## config.mk

```make
export PLATFORM = sky130hd
export DESIGN_NAME = ysyx_22040088_pcctrl
export DESIGN_NICKNAME = d
export VERILOG_FILES = /design/src/rtl/ysyx_22040088_pcctrl.sv
export SDC_FILE = /design/constraint.sdc
export NUM_CORES = 1
export LEC_CHECK = 0
export ABC_CLOCK_PERIOD_IN_PS = 2700
export BUFFER_PORTS_ARGS = -buffer_cell sky130_fd_sc_hd__buf_2
export CORE_ASPECT_RATIO = 1.25
export CORE_MARGIN = 2
export CORE_UTILIZATION = 36
export CTS_BUF_LIST = sky130_fd_sc_hd__clkbuf_4 sky130_fd_sc_hd__clkbuf_8 sky130_fd_sc_hd__clkbuf_16
export CTS_CLUSTER_SIZE = 10
export DETAILED_ROUTE_END_ITERATION = 8
export SYNTH_ARGS = -nofsm -noshare
export SYNTH_HDL_FRONTEND = slang
export SYNTH_SLANG_ARGS = --single-unit
```

## constraint.sdc

```tcl
create_clock -name clk -period 2.7 [get_ports clk]
set_clock_uncertainty 0.05 [all_clocks]
set_input_delay 0.54 -clock clk [delete_from_list [all_inputs] [get_ports clk]]
set_output_delay 0.54 -clock clk [all_outputs]
set_load 0.01 [all_outputs]
```

## src/rtl/ysyx_22040088_pcctrl.sv

```systemverilog
// rtl/ysyx_22040088_pcctrl.sv - PC sequencer: fetch handshake, next-PC select, halt/fault detection, retire count
module ysyx_22040088_pcctrl #(
  parameter logic [63:0] RESET_PC = 64'h8000_0000,
  parameter int          TIMEOUT  = 255
) (
  input  logic        clk,
  input  logic        rst_n,
  output logic        if_req_valid,
  input  logic        if_req_ready,
  output logic [63:0] if_addr,
  input  logic        if_resp_valid,
  input  logic        if_resp_err,
  input  logic [31:0] if_rdata,
  output logic [31:0] inst,
  output logic        inst_valid,
  input  logic        exe_done,
  input  logic        is_jal,
  input  logic        is_jalr,
  input  logic        is_beq,
  input  logic        is_bne,
  input  logic        is_blt,
  input  logic        is_bge,
  input  logic        br_taken,
  input  logic        is_ebreak,
  input  logic [63:0] nextpc,
  output logic [6:0]  sel_nextpc,
  output logic [63:0] pc,
  output logic        halted,
  output logic [1:0]  err_code,
  output logic [63:0] instret
);

  typedef enum logic [2:0] {S_BOOT, S_REQ, S_WAIT, S_EXEC, S_HALT} state_t;

  localparam logic [7:0] TO_LAST = 8'(TIMEOUT - 1);

  state_t     state;
  logic [7:0] wait_cnt;

  always_ff @(posedge clk or negedge rst_n) begin
    if (!rst_n) begin
      state    <= S_BOOT;
      pc       <= RESET_PC;
      inst     <= '0;
      err_code <= 2'b00;
      instret  <= '0;
      wait_cnt <= '0;
    end else begin
      case (state)
        S_BOOT: state <= S_REQ;
        S_REQ: begin
          if (if_req_ready) begin
            state    <= S_WAIT;
            wait_cnt <= '0;
          end
        end
        S_WAIT: begin
          wait_cnt <= wait_cnt + 8'd1;
          // A response arriving on the last allowed cycle beats the timeout.
          if (if_resp_valid) begin
            if (if_resp_err) begin
              state    <= S_HALT;
              err_code <= 2'b01;
            end else begin
              inst  <= if_rdata;
              state <= S_EXEC;
            end
          end else if (wait_cnt == TO_LAST) begin
            state    <= S_HALT;
            err_code <= 2'b11;
          end
        end
        S_EXEC: begin
          if (exe_done) begin
            if (is_ebreak) begin
              instret  <= instret + 64'd1;
              state    <= S_HALT;
              err_code <= 2'b00;
            end else if (nextpc[1:0] != 2'b00) begin
              state    <= S_HALT;
              err_code <= 2'b10;
            end else begin
              pc      <= nextpc;
              instret <= instret + 64'd1;
              state   <= S_REQ;
            end
          end
        end
        default: state <= S_HALT;
      endcase
    end
  end

  assign if_req_valid = (state == S_REQ);
  assign if_addr      = pc;
  assign inst_valid   = (state == S_EXEC);
  assign halted       = (state == S_HALT);

  always_comb begin
    sel_nextpc = 7'b0000001;
    if (state == S_EXEC) begin
      if (is_jal)                     sel_nextpc = 7'b0000010;
      else if (is_jalr)               sel_nextpc = 7'b0000100;
      else if (is_beq && br_taken)    sel_nextpc = 7'b0001000;
      else if (is_bne && br_taken)    sel_nextpc = 7'b0010000;
      else if (is_blt && br_taken)    sel_nextpc = 7'b0100000;
      else if (is_bge && br_taken)    sel_nextpc = 7'b1000000;
    end
  end

endmodule

```

# Yosys cells after proc, flatten, opt, wreduce, memory -nomap -nowiden
# Cells that the tools add are included.
[op_classes]
addsub = 2
muxes = 26
n_eq_ne = 11
bitwise_logic = 3
n_reduce_logical = 14
[ops]
columns = ["operator", "n"]
rows = [
  ["$mux W64", 2],
  ["$add A64 B1 Y64 const B", 1],
  ["$mux W7", 7],
  ["$mux W3", 7],
  ["$pmux W8 S2", 1],
  ["$mux W2", 6],
  ["$pmux W3 S4", 1],
  ["$reduce_and A3 Y1", 3],
  ["$add A8 B1 Y8 const B", 1],
  ["$eq A8 B8 Y1 const B", 1],
  ["$mux W8", 1],
  ["$eq A3 B2 Y1 const B", 2],
  ["$ne A3 B3 Y1 const B", 2],
  ["$reduce_bool A2 Y1", 3],
  ["$reduce_and A5 Y1", 1],
  ["$logic_and A1 B1 Y1", 4],
  ["$ne A2 B1 Y1 const B", 2],
  ["$pmux W2 S2", 1],
  ["$reduce_and A4 Y1", 1],
  ["$eq A3 B1 Y1 const B", 1],
  ["$eq A3 B3 Y1 const B", 1],
  ["$logic_not A3 Y1", 1],
  ["$ne A3 B1 Y1 const B", 1],
  ["$not A1 Y1", 3],
  ["other kinds (2)", 2],
]
[word_totals]
inputBits = 110
output_inout_bits = 236
register_bits = 173

# Longest topological paths before layout
[logic_depth]
word_depth = 8
mapped_depth = 8

# Least setup slack after synthesis
# No wires, ideal clock.
[synth_path]
path_type = "flip-flop to flip-flop"
from = "register instret[22]"
to = "register instret[62]"
arrival_ns = 2.104
period_less_slack_ns = 2.233
setup_slack_ns = 0.467
path_buffers = 2
stages_incl_launch_ff = 8
path_cell_list = "dfrtp_1 > nand3_2 > or3_1 > buf_6 > or4b_4 > buf_6 > nor4_4 > xor2_1"
[synth_between]
elab_chain_len = 3
[synth_lines]
columns = ["element", "line_no", "source"]
rows = [
  ["from (decl)", "30", "output logic [63:0] instret"],
  ["from (signal assigned)", "76", "instret <= instret + 64'd1;"],
  ["from (signal assigned)", "84", "instret <= instret + 64'd1;"],
  ["$add A64 B1 Y64 *", "76, 84", ""],
  ["$mux W64", "79", "end else if (nextpc[1:0] != 2'b00) begin"],
  ["$mux W64 *", "75", "if (is_ebreak) begin"],
]
# Mark *: on every way between the ends. The rest lies on a longest branch, timed or not. The select of a mux whose other input is x is not followed.
# A chain may end at the register's enable or synchronous reset.

# Worst setup path in the final report
[layout_path]
from = "register state[2]"
to = "output sel_nextpc[6]"
[layout_between]
elab_chain_len = 2
[layout_lines]
columns = ["element", "line_no", "source"]
rows = [
  ["from (decl)", "37", "state_t state;"],
  ["from (signal assigned)", "42", "state <= S_BOOT;"],
  ["from (signal assigned)", "50", "S_BOOT: state <= S_REQ;"],
  ["from (signal assigned)", "53", "state <= S_WAIT;"],
  ["$eq A3 B2 Y1", "101", "if (state == S_EXEC) begin"],
  ["$mux W7", "101", ""],
  ["to (decl)", "26", "output logic [6:0] sel_nextpc,"],
]
# No other way between the ends.

==> results.md <==
- Warnings from Yosys: 0
- FP Rows: 60
- Final setup vio count: 0
- TritonCTS clock tree: built
- Worst Setup Path Type: reg -> out
- Per-cell routed wire length: 16.26 um
- Crit path required time: 2.11 ns
- VDD IR-drop max: 0.4190 mV
- I/O pins: 346
- Internal: 4.753 mW
- Ant. Diodes: 0
- Clk slew on worst S/H paths: 0.07 ns
- Die height: 169.4 um
- Design Area, Final: 10,180 um^2
- Top cell type's share of synthesized area: 0.5463
- Slew @ Worst Pin: 0.6146 ns
- PortBufs: 345
- DRT iter0 DRCs: 250
- Largest net degree at the start of global routing: 58
- Clock root buffer: clkbuf_16
- Worst endpoint data arrival time: 1.97 ns
- Post-detail-place hpwl: 15,510 um
- Worst Hold Class: in -> async
- Area of the multi-input gates: 2925 um^2
- Total gr overflow: 0
- Yosys cell types: 46
- Period utilization: 0.9489
- Die ar.: 23,090 um^2
- Fin Hold WS: 0.006459 ns
- Clock power share: 0.378
- TritonCTS buffer count: 17
- WL final: 20,230 um
- Number of global-route vias before repair: 5,826
- Post CTS Setup Buffer Count: 0
- # DRC: 0
- Vias: 5,910
- Fillcell total: 2,032
- Sw Share: 0.2848
- Combinational fraction of design power: 0.157
- First-pass GRT wire length: 31,230 um
- H-tree level count: 4
- Post-Layout Cell Count: 1,244
- Slew HR: 0.5865
- Routed vias/inst: 4.751
- RSZ-0062 raised after global routing: no
- Syn nets: 766
- Final min period: 2.562 ns
- P&R area growth vs syn: 29.16%
- Leakage: 5.740 nW
- Ys async rst share: 1.000
- Post-synth top area cell: dfrtp_1
- Outcome: complete, no violations
- Gpl congestion: 0.7847
- DP Area: 9563 um^2
- Layout cells sized above 1: 0.5244
- Ys flop type: dfrtp_1
- Commonest non-fill, non-tap cell in the layout: buf_2
- Syn Std Cell Area: 7879 um^2
- PD cells: 653.1 nW/um^2
- DP Cell Count: 1,212
- Seq/Total Area, Yosys: 0.5496
- Slew Limit Fails: 0
- CTS Sinks: 173
- Commonest cells after routing, fill and taps aside: buf_2 (344), dfrtp_1 (171), mux2_2 (96)
- Initial antenna violation count: 0
- Gr usage total: 0.1739
- Post-route ant nets: 0
- Initial Utilization: 0.3657
- Setup TNS: 0 ns
- Switching Power: 1.893 mW
- Core area: 21,550 um^2
- Fmax: 390.3 MHz
- Syn avg cell area: 12.07 um^2
- Drt first pass iters: 4
- Max_cap viols: 0
- Syn Inst Count: 653
- Clk_lat worst skew: 0.43 ns
- Sequential cell area: 4332 um^2
- Post-synthesis register bit count: 173
- Top post-synthesis cells by area: dfrtp_1 (55%), mux2_2 (14%), buf_4 (6.1%)
- Final #Nets: 1,065
- Share of total power in sequential cells: 0.465
- Clock tree buffer depth: 2
- CP Launch Type: flop
- Final Hold Vio Count: 0
- Post-synth EDFFs: 0
- Die Wd: 136.3 um
- Worst Path Max Fanout: 11
- CP Capture Type: primary output
-- worst max-delay path, stage by stage, from the launching register on --
cell,delay (ns)
dfrtp_1,0.46
and3b_1,0.28
buf_4,0.20
nand3_1,0.13
nor3_1,0.19
and3b_1,0.17
buf_2,0.12
-- final timing paths --
check | startpoint | to | slack [ns] | cells after the start
max in group asynchronous | rst_n | if_addr[31]$_DFFE_PN1P_ | 1.85 | 2
min reg2reg | instret[63]$_DFFE_PN0P_ | instret[63]$_DFFE_PN0P_ | 0.42 | 1
max reg2reg | instret[3]$_DFFE_PN0P_ | instret[62]$_DFFE_PN0P_ | 0.43 | 5
min | rst_n | inst[4]$_DFFE_PN0P_ | 0.006 | 1
max | state[2]$_DFFE_PN0P_ | sel_nextpc[6] | 0.14 | 6
min in group clk | if_rdata[11] | inst[11]$_DFFE_PN0P_ | 0.28 | 2
-- layout make-up --
cell class | instances | area share
Inverter | 12 | 0.004426
Clock buffer | 17 | 0.04181
Tap cell | 279 | 0.03430
Timing Repair Buffer | 364 | 0.1880
Sequential cell | 173 | 0.4257
Clock inverter | 15 | 0.01832
Multi-Input combinational cell | 384 | 0.2875
-- layer usage --
metal	wire, um	GRT usage
met4	240	0.04710
met3	2140	0.07288
met1	7831	0.2027
met2	10020	0.2932
met5	0	0
-- Yosys cell counts (6+ instances only) --
cell type and count:
mux2_2 96, nor4_1 16, nand2_1 39, buf_4 64, nor2_1 26, o21ai_0 7, and3_1 9, buf_2 6
xor2_1 40, nand3_1 34, nand4_1 20, nor3_1 20, inv_1 12, clkbuf_1 11, xnor2_1 23, dfrtp_1 172
-- registers in the layout, indices dropped and copies added (netlist names) --
name / flops
instret: 64
err_code: 2
wait_cnt: 8
state: 3
if_addr: 64
inst: 32
-- power by group through the flow --
stage                     logic [mW]  clock network (mW)  registers (mW)
final                           1.05                2.51            3.09
after global routing            1.16                2.71            3.14
after CTS                       1.07                2.59            3.09
after detailed placement        1.07                   0            3.14
after global placement          1.05                   0            3.13
after floorplan                0.502                   0            3.23
-- per-stage QoR --
step                worst slack [ns]  power (mW)    util
floorplan                     0.4672       3.729       -
global placement              0.2872       4.180  0.4438
detailed placement            0.2340       4.204  0.4438
CTS                           0.1176       6.752  0.4722
global route                 0.03053       7.001  0.4723
finish                        0.1379       6.646  0.4723
-- cell families (layout without fill, tap and decap cells) --
group                    count (synthesis)  count (layout)  synth area share
AND/OR/NAND/NOR                        198             198            0.1383
flip-flops                             173             173            0.5496
multiplexers                            99              99            0.1410
buffers and inverters                   96             408           0.07924
XOR/XNOR                                63              63           0.07003
AO/OA/AOI/OAI                           21              21           0.01699
adder cells (fa/ha/maj)                  3               3          0.004765
-- what timing repair did --
| item | 4_1_cts | 5_1_grt |
|---|---|---|
| hold buffers | 0 | 0 |
| hold endpoints to repair | 0 | 0 |
| gates resized for setup | 0 | 1 |
| endpoints found under the setup margin | 0 | 2 |
(Power assumes the default switching activity.)
